<file path="src/rtl/sumador_arbiter.sv">
// Round-robin arbiter/sequencer sharing one registered adder among N_REQ requesters.
// Define SUMADOR_ARB_FIXED_PRIO_EN for fixed priority (lowest index wins, no grant pointer).
module sumador_arbiter #(
    parameter int N_REQ   = 4,
    parameter int WIDTH   = 4,
    parameter int ADD_LAT = 1,
    parameter int ID_W    = 2
) (
    input  logic                   clk,
    input  logic                   rst_n,
    input  logic [N_REQ-1:0]       req_valid,
    input  logic [N_REQ*WIDTH-1:0] req_a,
    input  logic [N_REQ*WIDTH-1:0] req_b,
    output logic [N_REQ-1:0]       req_ready,
    output logic                   rsp_valid,
    output logic [WIDTH-1:0]       rsp_data,
    output logic [ID_W-1:0]        rsp_id,
    output logic                   busy,
    output logic                   add_enb,
    output logic [WIDTH-1:0]       add_a,
    output logic [WIDTH-1:0]       add_b,
    input  logic [WIDTH-1:0]       add_c
);

    typedef enum logic [1:0] {IDLE, ISSUE, WAIT, RESP} state_t;

    state_t           state, state_nxt;
    logic             found;
    logic [ID_W-1:0]  grant_id, lat_id;
    logic [N_REQ-1:0] grant_oh;
    logic [WIDTH-1:0] win_a, win_b, lat_a, lat_b;
    logic [1:0]       cnt;
`ifndef SUMADOR_ARB_FIXED_PRIO_EN
    logic [ID_W-1:0]  last_grant;
`endif

    // Winner search uses only constant indices so every select stays width-clean.
    always_comb begin
        found    = 1'b0;
        grant_id = '0;
        grant_oh = '0;
        win_a    = '0;
        win_b    = '0;
`ifdef SUMADOR_ARB_FIXED_PRIO_EN
        for (int j = 0; j < N_REQ; j++) begin
            if (!found && req_valid[j]) begin
                found       = 1'b1;
                grant_id    = ID_W'(j);
                grant_oh[j] = 1'b1;
                win_a       = req_a[j*WIDTH +: WIDTH];
                win_b       = req_b[j*WIDTH +: WIDTH];
            end
        end
`else
        for (int k = 0; k < N_REQ; k++) begin
            for (int j = 0; j < N_REQ; j++) begin
                if (!found && req_valid[j] && ((int'(last_grant) + 1 + k) % N_REQ) == j) begin
                    found       = 1'b1;
                    grant_id    = ID_W'(j);
                    grant_oh[j] = 1'b1;
                    win_a       = req_a[j*WIDTH +: WIDTH];
                    win_b       = req_b[j*WIDTH +: WIDTH];
                end
            end
        end
`endif
    end

    always_comb begin
        state_nxt = state;
        case (state)
            IDLE:    if (found) state_nxt = ISSUE;
            ISSUE:   state_nxt = WAIT;
            WAIT:    if (cnt == 2'd0) state_nxt = RESP;
            RESP:    state_nxt = IDLE;
            default: state_nxt = IDLE;
        endcase
    end

    always_ff @(posedge clk or negedge rst_n) begin
        if (!rst_n) begin
            state    <= IDLE;
            lat_a    <= '0;
            lat_b    <= '0;
            lat_id   <= '0;
            cnt      <= '0;
            rsp_data <= '0;
            rsp_id   <= '0;
`ifndef SUMADOR_ARB_FIXED_PRIO_EN
            last_grant <= ID_W'(N_REQ - 1);
`endif
        end else begin
            state <= state_nxt;
            if (state == IDLE && found) begin
                lat_a  <= win_a;
                lat_b  <= win_b;
                lat_id <= grant_id;
            end
            if (state == ISSUE)
                cnt <= 2'(ADD_LAT - 1);
            else if (state == WAIT && cnt != 2'd0)
                cnt <= cnt - 2'd1;
            if (state == WAIT && cnt == 2'd0) begin
                rsp_data <= add_c;
                rsp_id   <= lat_id;
            end
`ifndef SUMADOR_ARB_FIXED_PRIO_EN
            if (state == RESP)
                last_grant <= rsp_id;
`endif
        end
    end

    // Ready is gated by reset so it reads zero while rst_n is low.
    assign req_ready = (rst_n && state == IDLE) ? grant_oh : '0;
    assign add_enb   = (state == ISSUE) || (state == WAIT);
    assign add_a     = add_enb ? lat_a : '0;
    assign add_b     = add_enb ? lat_b : '0;
    assign busy      = (state != IDLE);
    assign rsp_valid = (state == RESP);

endmodule

</file>
<file path="config.mk">
export PLATFORM = sky130hd
export DESIGN_NAME = sumador_arbiter
export DESIGN_NICKNAME = d
export VERILOG_FILES = /design/src/rtl/sumador_arbiter.sv
export SDC_FILE = /design/constraint.sdc
export NUM_CORES = 1
export LEC_CHECK = 0
export BUFFER_PORTS_ARGS = -buffer_cell sky130_fd_sc_hd__buf_2
export CORE_MARGIN = 2
export CORE_UTILIZATION = 50
export DETAILED_ROUTE_END_ITERATION = 7
export GPL_ROUTABILITY_DRIVEN = 0
export GPL_TIMING_DRIVEN = 0
export PLACE_DENSITY = 0.76
export RECOVER_POWER = 50
export REMOVE_ABC_BUFFERS = 1
export SYNTH_ARGS = -nofsm -noshare
export SYNTH_HDL_FRONTEND = slang
export SYNTH_SLANG_ARGS = --single-unit
</file>
<file path="constraint.sdc">
create_clock -name clk -period 2.4 [get_ports clk]
set_input_delay 0.24 -clock clk [delete_from_list [all_inputs] [get_ports clk]]
set_output_delay 0.24 -clock clk [all_outputs]
set_load 0.01 [all_outputs]
</file>
==> reports/qor.yml <==
outcome: "completed"
timing.hold.worst.class: "in -> reg"
timing.critical_path.from_type: "register"
criticalPathCategory: "reg -> out"
cp_data_arrival_time_ns: 2.12
setup_total_negative_slack_ns: 0
synth-warning-count: 0
h-tree-depth: 1
synth-xor-area-share_pct: 0.344
muxShareOfSynthArea_pct: 4.72
yosys_register_bits: 22
slew_headroom_pct: 53.9
synth_top_area_cell: "sky130_fd_sc_hd__dfrtp_1"
grt_remaining_overflow: 0
timing.critical_path.cells: "and3b_2 > nand3_1 > a21oi_1 > buf_2"
crit_path_max_fanout: 29
wl_met1_um: 3260
synth_compound_area_share_pct: 35.8
fin_crit_sh_pct: 98.2
main_combinational_cell_family_by_area_after_synthesis: "compound AO/OA/AOI/OAI gates"
all_layer_gr_usage_pct: 28.0
die_height_um: 75.3
largest_net_degree_at_the_start_of_global_routing: 37
synth.yosys.seq_area_share_pct: 21.7
avgViaCountPerCell: 6.70
rsz_0062_raised_after_global_routing: "true"
post_synth_fa_ha_maj_area_fraction_pct: 2.46
finalSetupViolCount: 0
worst_clock_skew_ns: 0.00221
synthesis.area_mm2: 0.00254
top_layer: "met4"
synth.top_cell.area_share_pct: 19.7
initial_utilization_pct: 52.8
synthTopCellsByCount: "25 x sky130_fd_sc_hd__nand2_1, 20 x sky130_fd_sc_hd__dfrtp_1, 17 x sky130_fd_sc_hd__o22ai_1, 16 x sky130_fd_sc_hd__inv_1, 15 x sky130_fd_sc_hd__o21ai_0"
cts_tree: "yes"
yosys.cell_count.top_type: "sky130_fd_sc_hd__nand2_1"
post-route-drc-count: 0
async_reset_ff_share_pct: 100
dr_wl_met2_um: 3550
timing_hold_violations_final: 0
synth.top_cells.by_area: "sky130_fd_sc_hd__dfrtp_1 20%, sky130_fd_sc_hd__o22ai_1 4.2%, sky130_fd_sc_hd__nand2_1 3.7%"
hpwl_um: 5580
clk-insertion-delay-late_ns: 0.27
avgSynthCellArea_um2: 8.21
yosys.cell_types.count: 68
layout-drive-gt1-share_pct: 25.2
critPathRequiredTime_ns: 2.16
crit_slowest_cell: "sky130_fd_sc_hd__dfstp_4"
postSynthCellCount: 310
grt_pass1_wl_um: 12500
wl_met3_um: 883
synth-main-ff-cell: "sky130_fd_sc_hd__dfrtp_1"
p_leak_nw: 1.13
fmaxAchievable_mhz: 424
syn2layout_area_growth_pct: 11.9
fp-row-count: 25
cpPeakStageDelay_ns: 0.79
critical-path-top-delay-family: "flip-flops"
critical_path.endpoint_type: "output pin"
design.portCount: 63
timing.hold.ws_ns: 0.196
drt_wl_total_um: 7810
dp_worst_setup_slack_ns: 0.0482
power-per-cell-area_mw_per_mm2: 1010
cts_made_buffers: 3
fin_worst_setup_slack_ns: 0.0425
diodes: 0
grt_antenna_before_repair: 0
finalCriticalPeriod_ns: 2.36
via_count_of_the_first_global_routing_pass: 2574
synth-simple-area-share_pct: 25.8
ant_nets: 0
fp.dieArea_mm2: 0.00568
core_region_area_mm2: 0.00482
die_x_um: 75.3
clkSlewWorstSetupHoldPaths_ns: 0.08
final_nets: 401
detailedRoute.firstIterationViolations: 319
worst_ir_drop_vdd_mv: 0.595
ctsRootBufferMaster: "sky130_fd_sc_hd__clkbuf_8"
max-clock-path-buffers: 2
synth_enable_flop_cells: 0
critical_path_buf_inv_count: 1
max-cap-violations: 0
finalMaxSlewViolations: 0
drt-wirelength-per-cell_um: 18.6
worst_slew_pin_slew_ns: 0.691
detailroute.via_count: 2812
clkSinkCount: 22
io_buffers: 62
dr.pass1.iters: 5
==> cell families after synthesis <==
| family | Yosys count |
|---|---|
| AOI/OAI and AO/OA | 123 |
| and+or+nand+nor | 107 |
| buffers and inverters | 41 |
| DFF | 22 |
| muxes | 11 |
| adders and majority gates | 5 |
| xor gates and xnor gates | 1 |
==> where the power goes <==
| group | internal [W] | switching [W] |
|---|---|---|
| combinational | 0.000833 | 0.00101 |
| sequential | 0.000574 | 0.000196 |
| clock | 0.000147 | 0.000129 |
| total | 0.00155 | 0.00133 |
==> state kept, by name, indices dropped and copies added, names as in the netlist <==
register / flops
state: 2
lat_id: 2
lat_a: 4
last_grant: 2
lat_b: 4
rsp_data: 4
rsp_id: 2
cnt: 2
==> final cells by class <==
cell class | instances | area (um^2)
clock buffer | 4 | 55.1
fill | 478 | 1970
inverter | 16 | 60.1
multi-input combinational | 247 | 1760
sequential | 22 | 561
tap | 67 | 83.8
timing repair buffer | 64 | 327
==> worst reg2reg max path, cell delays in order (launching register included) <==
cell and delay (ns):
sky130_fd_sc_hd__dfstp_4 0.79, sky130_fd_sc_hd__nand2b_1 0.44, sky130_fd_sc_hd__o22ai_1 0.20, sky130_fd_sc_hd__a221o_1 0.28
sky130_fd_sc_hd__a31oi_1 0.23, sky130_fd_sc_hd__o22ai_1 0.11
==> through the flow <==
step / std cells / total power [W] / utilization (%) / instance area [um^2]
6_report: 420 / 0.00289 / 59.1 / 2850
5_1_grt: 420 / 0.00314 / 59.1 / 2850
4_1_cts: 419 / 0.00286 / 58.9 / 2840
3_5_place_dp: 414 / 0.00257 / 57.4 / 2770
3_3_place_gp: 414 / 0.00253 / 57.4 / 2770
2_1_floorplan: 285 / 0.00197 / - / 2370
==> timing repair <==
item                                    in CTS  in global routing
endpoints found under the setup margin       2                  2
gates resized for setup                      3                  2
hold buffers                                 1                  0
pin swaps                                    0                  0
buffers inserted                             0                  1
endpoints found under the hold margin       20                  0
==> worst paths after layout <==
kind | depth (start not counted) | from | slack [ns] | end
hold / removal | 2 | add_c[0] | 0.20 | rsp_data[0]
setup / recovery | 4 | last_grant[0] | 0.04 | req_ready[3]
min in group asynchronous | 2 | rst_n | 0.43 | lat_b[2]
max in group asynchronous | 2 | rst_n | 1.68 | last_grant[1]
hold reg to reg | 2 | lat_id[1] | 0.51 | lat_id[1]
setup reg to reg | 5 | last_grant[0] | 0.23 | lat_b[2]
==> cell usage in the layout, fill, tap and decap left out, types with 4 or more instances in the layout <==
cell	instances
sky130_fd_sc_hd__buf_2	55
sky130_fd_sc_hd__nand2_1	25
sky130_fd_sc_hd__dfrtp_1	20
sky130_fd_sc_hd__o22ai_1	17
sky130_fd_sc_hd__inv_1	16
sky130_fd_sc_hd__o21ai_0	15
sky130_fd_sc_hd__nor2_1	14
sky130_fd_sc_hd__a21oi_1	12
sky130_fd_sc_hd__and2_1	11
sky130_fd_sc_hd__a31oi_1	10
sky130_fd_sc_hd__nand3_1	9
sky130_fd_sc_hd__o211ai_1	9
sky130_fd_sc_hd__o221ai_1	8
sky130_fd_sc_hd__mux2_2	8
sky130_fd_sc_hd__nand3b_1	7
sky130_fd_sc_hd__a221oi_1	7
sky130_fd_sc_hd__clkbuf_1	6
sky130_fd_sc_hd__nor3_1	5
sky130_fd_sc_hd__and3b_1	5
sky130_fd_sc_hd__o2111ai_1	5
sky130_fd_sc_hd__ha_1	5
sky130_fd_sc_hd__nor2b_1	4
sky130_fd_sc_hd__o22a_1	4
sky130_fd_sc_hd__clkbuf_8	4
==> layer usage <==
metal	global-route usage [%]	vias to the layer above
li1	-	1292
met1	40.2	1286
met2	45.5	215
met3	1.59	19
met4	8.19	0
met5	0	-
Note: power is estimated with default switching activity, not from simulation.
